## config.mk

```make
export PLATFORM = sky130hd
export DESIGN_NAME = mpsoc_ahb3_ram_bridge
export DESIGN_NICKNAME = d
export VERILOG_FILES = /design/src/rtl/mpsoc_ahb3_pkg.sv /design/src/rtl/mpsoc_ahb3_ram_bridge.sv
export SDC_FILE = /design/constraint.sdc
export NUM_CORES = 1
export LEC_CHECK = 0
export ABC_AREA = 1
export BUFFER_PORTS_ARGS = -buffer_cell sky130_fd_sc_hd__buf_2
export CAP_MARGIN = 10
export CORE_MARGIN = 2
export CORE_UTILIZATION = 35
export DETAILED_ROUTE_END_ITERATION = 12
export GPL_ROUTABILITY_DRIVEN = 0
export HOLD_SLACK_MARGIN = 0.03
export PLACE_DENSITY = 0.74
export SLEW_MARGIN = 20
export SYNTH_ARGS = -nofsm -noshare
export SYNTH_HDL_FRONTEND = slang
export SYNTH_SLANG_ARGS = --single-unit
```

## constraint.sdc

```tcl
create_clock -name clk_i -period 1.3 [get_ports clk_i]
set_input_delay 0.195 -clock clk_i [delete_from_list [all_inputs] [get_ports clk_i]]
set_output_delay 0.195 -clock clk_i [all_outputs]
set_load 0.05 [all_outputs]
```

## src/rtl/mpsoc_ahb3_pkg.sv

```systemverilog
// ---------------------------------------------------------------------------
// mpsoc_ahb3_pkg
// Shared definitions for the AHB3 memory subsystem.
//   - HTRANS encodings (IDLE/BUSY/NONSEQ/SEQ)
//   - HSIZE encodings (BYTE/HWORD/WORD/DWORD)
//   - HRESP encodings (OKAY/ERROR)
//   - helpers: transfer-active decode, alignment check, byte-enable mask
// ---------------------------------------------------------------------------
package mpsoc_ahb3_pkg;

  localparam logic [1:0] HTRANS_IDLE   = 2'b00;
  localparam logic [1:0] HTRANS_BUSY   = 2'b01;
  localparam logic [1:0] HTRANS_NONSEQ = 2'b10;
  localparam logic [1:0] HTRANS_SEQ    = 2'b11;

  localparam logic [2:0] HSIZE_BYTE  = 3'b000;
  localparam logic [2:0] HSIZE_HWORD = 3'b001;
  localparam logic [2:0] HSIZE_WORD  = 3'b010;
  localparam logic [2:0] HSIZE_DWORD = 3'b011;

  localparam logic HRESP_OKAY  = 1'b0;
  localparam logic HRESP_ERROR = 1'b1;

  // NONSEQ and SEQ carry a real transfer; IDLE and BUSY do not.
  function automatic logic trans_active(input logic [1:0] htrans);
    logic active;
    active = 1'b0;
    case (htrans)
      HTRANS_IDLE:   active = 1'b0;
      HTRANS_BUSY:   active = 1'b0;
      HTRANS_NONSEQ: active = 1'b1;
      HTRANS_SEQ:    active = 1'b1;
    endcase
    return active;
  endfunction

  // True when the low address bits are not a multiple of 2^hsize.
  // Sizes above DWORD are rejected separately by the size check.
  function automatic logic is_misaligned(input logic [2:0] hsize,
                                         input logic [2:0] addr_lo);
    logic mis;
    case (hsize)
      HSIZE_BYTE:  mis = 1'b0;
      HSIZE_HWORD: mis = addr_lo[0];
      HSIZE_WORD:  mis = |addr_lo[1:0];
      default:     mis = |addr_lo[2:0];
    endcase
    return mis;
  endfunction

  // Contiguous 2^hsize-byte mask starting at byte lane 'lane'.
  // Callers keep only the low DBITS/8 bits.
  function automatic logic [7:0] gen_byte_enable(input logic [2:0] hsize,
                                                 input logic [2:0] lane);
    logic [7:0] base;
    case (hsize)
      HSIZE_BYTE:  base = 8'h01;
      HSIZE_HWORD: base = 8'h03;
      HSIZE_WORD:  base = 8'h0F;
      HSIZE_DWORD: base = 8'hFF;
      default:     base = 8'hFF;
    endcase
    return base << lane;
  endfunction

endpackage

```

## src/rtl/mpsoc_ahb3_ram_bridge.sv

```systemverilog
// ---------------------------------------------------------------------------
// mpsoc_ahb3_ram_bridge
// AHB3-Lite slave front end for a one-read/one-write RAM with registered read.
// Legal transfers complete with zero wait states; illegal ones (oversize or
// misaligned) get a two-cycle ERROR response and never touch the RAM.
//
// Ports:
//   clk_i, rst_ni            clock, asynchronous active-low reset
//   HSEL..HREADY             AHB address/control/write-data inputs
//   HRDATA, HREADYOUT, HRESP AHB response outputs
//   mem_waddr_o, mem_din_o,
//   mem_we_o, mem_be_o       RAM write port (driven in the write data phase)
//   mem_raddr_o              RAM read address (combinational from HADDR)
//   mem_dout_i               RAM read data, one cycle after mem_raddr_o
// ---------------------------------------------------------------------------
module mpsoc_ahb3_ram_bridge
  import mpsoc_ahb3_pkg::*;
#(
  parameter int ABITS      = 10,
  parameter int DBITS      = 32,
  parameter int HADDR_SIZE = 32
) (
  input  logic                  clk_i,
  input  logic                  rst_ni,
  input  logic                  HSEL,
  input  logic [HADDR_SIZE-1:0] HADDR,
  input  logic [DBITS-1:0]      HWDATA,
  output logic [DBITS-1:0]      HRDATA,
  input  logic                  HWRITE,
  input  logic [2:0]            HSIZE,
  input  logic [2:0]            HBURST,
  input  logic [3:0]            HPROT,
  input  logic [1:0]            HTRANS,
  input  logic                  HMASTLOCK,
  input  logic                  HREADY,
  output logic                  HREADYOUT,
  output logic                  HRESP,
  output logic [ABITS-1:0]      mem_waddr_o,
  output logic [DBITS-1:0]      mem_din_o,
  output logic                  mem_we_o,
  output logic [DBITS/8-1:0]    mem_be_o,
  output logic [ABITS-1:0]      mem_raddr_o,
  input  logic [DBITS-1:0]      mem_dout_i
);

  localparam int BW = DBITS / 8;
  localparam int LB = $clog2(BW);

  typedef enum logic [1:0] {
    ST_OK   = 2'd0,
    ST_ERR1 = 2'd1,
    ST_ERR2 = 2'd2
  } resp_state_e;

  resp_state_e state;

  logic             accept;
  logic             legal;
  logic             take_write;
  logic             take_read;
  logic             raw_hit;
  logic [ABITS-1:0] word_addr;
  logic [7:0]       be_full;
  logic [BW-1:0]    be;

  // Data-phase state
  logic             wr_pend;
  logic             rd_pend;
  logic [ABITS-1:0] wr_addr;
  logic [BW-1:0]    wr_be;

  // Read-after-write bypass
  logic             byp_hit;
  logic [DBITS-1:0] byp_data;
  logic [BW-1:0]    byp_be;

  // Address-phase decode
  always_comb begin
    accept     = HSEL & HREADY & trans_active(HTRANS);
    word_addr  = HADDR[ABITS+LB-1:LB];
    legal      = (HSIZE <= 3'(LB)) && !is_misaligned(HSIZE, HADDR[2:0]);
    be_full    = gen_byte_enable(HSIZE, 3'(HADDR[LB-1:0]));
    be         = be_full[BW-1:0];
    take_write = accept & legal & HWRITE;
    take_read  = accept & legal & ~HWRITE;
    // The write in its data phase lands in the RAM at this same edge, so the
    // RAM's read port would return the old word; catch it here.
    raw_hit    = take_read & wr_pend & (wr_addr == word_addr);
  end

  // Data-phase registers only advance when the bus is ready.
  always_ff @(posedge clk_i or negedge rst_ni) begin
    if (!rst_ni) begin
      wr_pend  <= 1'b0;
      rd_pend  <= 1'b0;
      wr_addr  <= '0;
      wr_be    <= '0;
      byp_hit  <= 1'b0;
      byp_data <= '0;
      byp_be   <= '0;
    end else if (HREADY) begin
      wr_pend <= take_write;
      rd_pend <= take_read;
      byp_hit <= raw_hit;
      if (take_write) begin
        wr_addr <= word_addr;
        wr_be   <= be;
      end else begin
        wr_be   <= '0;
      end
      if (raw_hit) begin
        byp_data <= HWDATA;
        byp_be   <= wr_be;
      end
    end
  end

  // Response FSM with registered HREADYOUT/HRESP.
  always_ff @(posedge clk_i or negedge rst_ni) begin
    if (!rst_ni) begin
      state     <= ST_OK;
      HREADYOUT <= 1'b1;
      HRESP     <= HRESP_OKAY;
    end else begin
      case (state)
        ST_OK: begin
          if (accept && !legal) begin
            state     <= ST_ERR1;
            HREADYOUT <= 1'b0;
            HRESP     <= HRESP_ERROR;
          end
        end
        ST_ERR1: begin
          state     <= ST_ERR2;
          HREADYOUT <= 1'b1;
          HRESP     <= HRESP_ERROR;
        end
        ST_ERR2: begin
          if (accept && !legal) begin
            state     <= ST_ERR1;
            HREADYOUT <= 1'b0;
            HRESP     <= HRESP_ERROR;
          end else begin
            state     <= ST_OK;
            HREADYOUT <= 1'b1;
            HRESP     <= HRESP_OKAY;
          end
        end
        default: begin
          state     <= ST_OK;
          HREADYOUT <= 1'b1;
          HRESP     <= HRESP_OKAY;
        end
      endcase
    end
  end

  assign mem_waddr_o = wr_addr;
  assign mem_din_o   = HWDATA;
  assign mem_we_o    = wr_pend;
  assign mem_be_o    = wr_be;
  assign mem_raddr_o = word_addr;

  // Per-lane merge of bypassed write data over the RAM output.
  always_comb begin
    HRDATA = '0;
    if (rd_pend) begin
      for (int i = 0; i < BW; i++) begin
        if (byp_hit && byp_be[i]) HRDATA[8*i +: 8] = byp_data[8*i +: 8];
        else                      HRDATA[8*i +: 8] = mem_dout_i[8*i +: 8];
      end
    end
  end

  logic unused_inputs;
  assign unused_inputs = ^{HBURST, HPROT, HMASTLOCK, HADDR, be_full};

endmodule

```

Word level (Yosys, flattened, before mapping):

Index checks and enable logic that the tools add are counted.

* register bits: 57
* input port bits: 114
* output and inout bits: 91
* word-level logic and storage cells: 64

* order comparisons: 1
* eq/ne operators: 9
* shift operators: 1
* muxes and demuxes: 18
* bitwise operators: 8
* reduce and logical (&&, ||, !) cells: 17

Operators by type and width (count)
* 32-bit 2-to-1 mux: 1
* 8-bit 2-to-1 mux: 4
* 8-bit one-hot mux with 3 select lines: 1
* 10-bit == test: 1
* 8-bit by 2-bit << shifter with 4-bit output: 1
* 1-bit bitwise AND: 7
* 2-bit == test, second input constant: 3
* 1-bit logical AND: 6
* 1-bit one-hot mux with 3 select lines: 2
* 2-bit one-hot mux with 3 select lines: 1
* 2-bit OR reduction: 3
* 1-bit 2-to-1 mux: 5
* 2-bit by 1-bit == test with 1-bit output, second input constant: 2
* 2-bit logical NOT: 2
* 4-bit 2-to-1 mux: 1
* 1-bit one-hot mux with 2 select lines: 2
* 2-bit AND reduction: 2
* 3-bit by 1-bit == test with 1-bit output, second input constant: 1
* 3-bit by 2-bit == test with 1-bit output, second input constant: 1
* 3-bit by 2-bit <= comparator with 1-bit output, second input constant: 1
* 3-bit logical NOT: 1
* 3-bit OR reduction: 1
* 1-bit logical NOT: 2
* 2-bit 2-to-1 mux: 1
* 2 further kinds: 2

Longest topological paths before layout:

* depth in word-level cells: 9
* mapped depth: 11

Least setup slack after synthesis:

Ideal clock, no wire load.

* path type: register to register
* from: reg wr_addr[9], in the netlist mem_waddr_o[9]
* to: reg byp_be[3]
* library setup time: 119 ps
* arrival: 1614 ps
* data required time: 1181 ps
* setup slack: -433 ps
* cell stages (with the launch flop): 11
* period minus slack after synthesis: 1733 ps
* cells stage by stage: dfrtp_1 inv_1 nand2_1 nand2_1 nor2_1 nand2_1 nor2_4 nand3_4 buf_6 nand2_1 nand2_1

* longest elaborated chain between the ends: 3

Ends and longest elaborated chain
* from (decl): line mpsoc_ahb3_ram_bridge.sv:69 `logic [ABITS-1:0] wr_addr;`
* from (signal assigned): line mpsoc_ahb3_ram_bridge.sv:106 `wr_addr <= word_addr;`
* 10-bit == test: line mpsoc_ahb3_ram_bridge.sv:88 `raw_hit = take_read & wr_pend & (wr_addr == word_addr);`
* 1-bit bitwise AND: line mpsoc_ahb3_ram_bridge.sv:88
* 2-bit AND reduction (no source line)
* to (signal assigned): line mpsoc_ahb3_ram_bridge.sv:113 `byp_be <= wr_be;`
* to (decl): line mpsoc_ahb3_ram_bridge.sv:75 `logic [BW-1:0] byp_be;`

No other way between the ends.
A chain may end at the register's enable or synchronous reset.

Final worst setup path:

* from: reg byp_hit
* to: out HRDATA[12]

* longest elaborated chain between the ends: 3

Ends and longest elaborated chain
* from (decl): line mpsoc_ahb3_ram_bridge.sv:73 `logic byp_hit;`
* from (signal assigned): line mpsoc_ahb3_ram_bridge.sv:104 `byp_hit <= raw_hit;`
* 1-bit logical AND: line mpsoc_ahb3_ram_bridge.sv:169 `if (byp_hit && byp_be[i]) HRDATA[8*i +: 8] = byp_data[8*i +: 8];`
* 8-bit 2-to-1 mux: line mpsoc_ahb3_ram_bridge.sv:169
* 32-bit 2-to-1 mux: line mpsoc_ahb3_ram_bridge.sv:167 `if (rd_pend) begin`
* to (decl): line mpsoc_ahb3_ram_bridge.sv:28 `output logic [DBITS-1:0] HRDATA,`

No other way between the ends.

==> results.toml <==
[outcome]
status = "finished with violations"
violations = "setup timing"

[setup_path]
r2r_slack_ns = -0.40
worstSetupEndpointType = "output pin"
r2r_start = "mem_waddr_o[2]$_DFFE_PN0P_"
crit_arrival_ns = 1.56
startpoint_type = "register"
ff2ff_path_depth = 11
worstSetupPathType = "register to output pin"
worstPathMaxFanout = 6
r2r_end = "byp_data[17]$_DFFE_PN0P_"
worstPathRequired_ns = 1.11

[cts]
cts_sinks = 57
cts-root-buf = "clkbuf_8"
clock_latency_ns = 0.34
clkSlewWorstSetupHoldPaths_ns = 0.06
cts_buffers = 9
htree_levels = 3
cts_tree = "yes"
cts_max_path_buffers = 2

[final_layout]
diodes = 0
drive_gt1_share_pct = 62.61
seq_area_sq_um = 1443
multi_input_area_sq_um = 1904
design_area_sq_um = 5931
syn_to_final_growth_pct = 78.53
nFillCells = 767
nets = 775

[run]
cap_violations = 0

[global_routing]
first_global_vias = 3832
grt.overflow.total = 0
grt_max_degree = 58
antenna_found_initial = 0
grt_pass1_wl_mm = 18.11
grt_util_all_layers_pct = 22.78

[sta]
worstMarginPinSlew_ns = 0.3165
setup_viol = 69
rsz0062_at_grt = "true"
slew_violations = 0
finalWorstSetupSlack_ns = -0.4524
fin_crit_ns = 1.752
skew_ns = 0.01066
finalHoldViolCount = 0
relSlewSlack_pct = 78.90
timing.final.crit_share_pct = 134.8
max_freq_mhz = 570.7
finalSetupTns_ns = -24.08

[synth]
ys_seq_area_share_pct = 42.98
avgSynthCellArea_sq_um = 7.482
syn_area_sq_um = 3322
synthCells = 444
synth.net_count = 558
yosysWarnings = 0
yosys.cell_types.count = 26
ys_ff_latch = 57

[worst_hold_path]
hold_depth = 3
hold_start = "HADDR[2]"
hp-class = "input pin to register"
hold_end = "mem_waddr_o[0]$_DFFE_PN0P_"

[route]
dr.first_iter.drc_count = 149
wl_mm = 11.95
postRouteAntennaNets = 0
drc_errors = 0
routed-via-count = 3935
dr.pass1.iters = 4
via_per_inst = 4.950
drt-wirelength-per-cell_um = 15.04

[floorplanning]
die_area_sq_um = 10290
boundaryPins = 205
rows = 35
core_sq_um = 9240
start_util_pct = 35.95
die-height_um = 101.4
die_w_um = 101.4

[placement]
place_ws_ns = -0.2786
port_buffers = 175
postPlaceCellArea_sq_um = 4690
dp_hpwl_mm = 7.271

[pwr]
peakVddDrop_mv = 0.6382
p_leak_nw = 3.055
p_per_area_nw_per_um2 = 844.3
finalPower_mw = 5.007
-- kinds of logic after synthesis --
group	synth area share [%]
compound gates	8.286
xor+xnor	0.5274
flops	42.98
buf+inv	16.27
simple gates	31.94
-- worst max-delay path by stage --
| stage | start | to | depth (start not counted) |
|---|---|---|---|
| CTS | byp_hit$_DFFE_PN0P_ | HRDATA[4] | 5 |
| global route | byp_hit$_DFFE_PN0P_ | HRDATA[13] | 6 |
| detailed placement | byp_hit$_DFFE_PN0P_ | HRDATA[6] | 5 |
| floorplan | mem_waddr_o[4]$_DFFE_PN0P_ | byp_be[3]$_DFFE_PN0P_ | 6 |
| global placement | byp_hit$_DFFE_PN0P_ | HRDATA[23] | 5 |
| finish | byp_hit$_DFFE_PN0P_ | HRDATA[12] | 6 |
-- power breakdown --
| part | internal, mW | total, mW | switching, mW |
|---|---|---|---|
| registers | 1.88 | 1.95 | 0.0701 |
| logic | 0.543 | 1.61 | 1.06 |
| clock network | 0.731 | 1.45 | 0.720 |
-- stage by stage --
step / util (%) / hold WS (ns) / cells
final: 64.18 / 0.1185 / 795
after global routing: 64.18 / 0.1120 / 795
after CTS: 64.36 / 0.1029 / 800
after detailed placement: 50.75 / 0.2217 / 747
after global placement: 50.75 / 0.2148 / 747
after floorplan: - / -0.1006 / 444
-- timing repair --
action	CTS	global route
endpoints found under the hold margin	56	0
hold buffers	1	0
pin swaps	27	20
gates resized for setup	185	57
setup endpoints to repair	73	74
cloned	14	1
buffers inserted	24	9
-- per-layer routing --
metal	global-route usage, %	part of all wire [%]	routed length (um)
met1	27.73	39	4682
met2	41.93	53	6367
met3	2.622	6.6	790
met4	7.173	0.94	112
met5	0	0	0
-- flip-flops by register name (all words and copies together), names as in the netlist --
name and cells:
mem_be_o 4, byp_be 4, HREADYOUT 1, mem_we_o 1
byp_hit 1, byp_data 32, state 2, rd_pend 1
HRESP 1, mem_waddr_o 10
-- synth_stat cells (all sizes together) --
cell type | number | area (sq um)
nor2 | 75 | 307.8
nand3 | 6 | 47.55
buf | 54 | 394.1
xor2 | 2 | 17.52
clkbuf | 4 | 15.01
dfrtp | 56 | 1401
dfstp | 1 | 26.28
inv | 35 | 131.4
o22ai | 4 | 25.02
nand2 | 121 | 464.2
nor3 | 1 | 16.27
o211ai | 1 | 7.510
nand4 | 36 | 225.2
o21ai | 47 | 235.2
o31ai | 1 | 7.510
-- area by class of cell --
cell class,count,area share (%)
well taps,129,2.722
clock buffers,12,2.447
repair buffers,263,35.51
clock inverters,4,0.3376
inverters,35,2.553
flip-flops and latches,57,24.32
multi-input cells,295,32.11
-- cells in the final DEF (no fill, tap or decap), types with 13 or more instances in the layout --
master and n:
buf_2 136, buf_4 67, buf_6 35, dfrtp_1 44
inv_1 26, nand2_1 82, nand2_2 27, nand2_4 13
nand4_1 36, nor2_2 27, nor2_4 36, o21ai_0 16
o21ai_1 20
-- critical path, stage by stage, from the launching register on --
cell     delay (ns)
dfrtp_2        0.50
buf_4          0.18
nand2_2        0.10
o21ai_1        0.07
buf_4          0.15
nor2_4         0.08
buf_6          0.16
No activity file was read; power rests on OpenSTA's default activity.
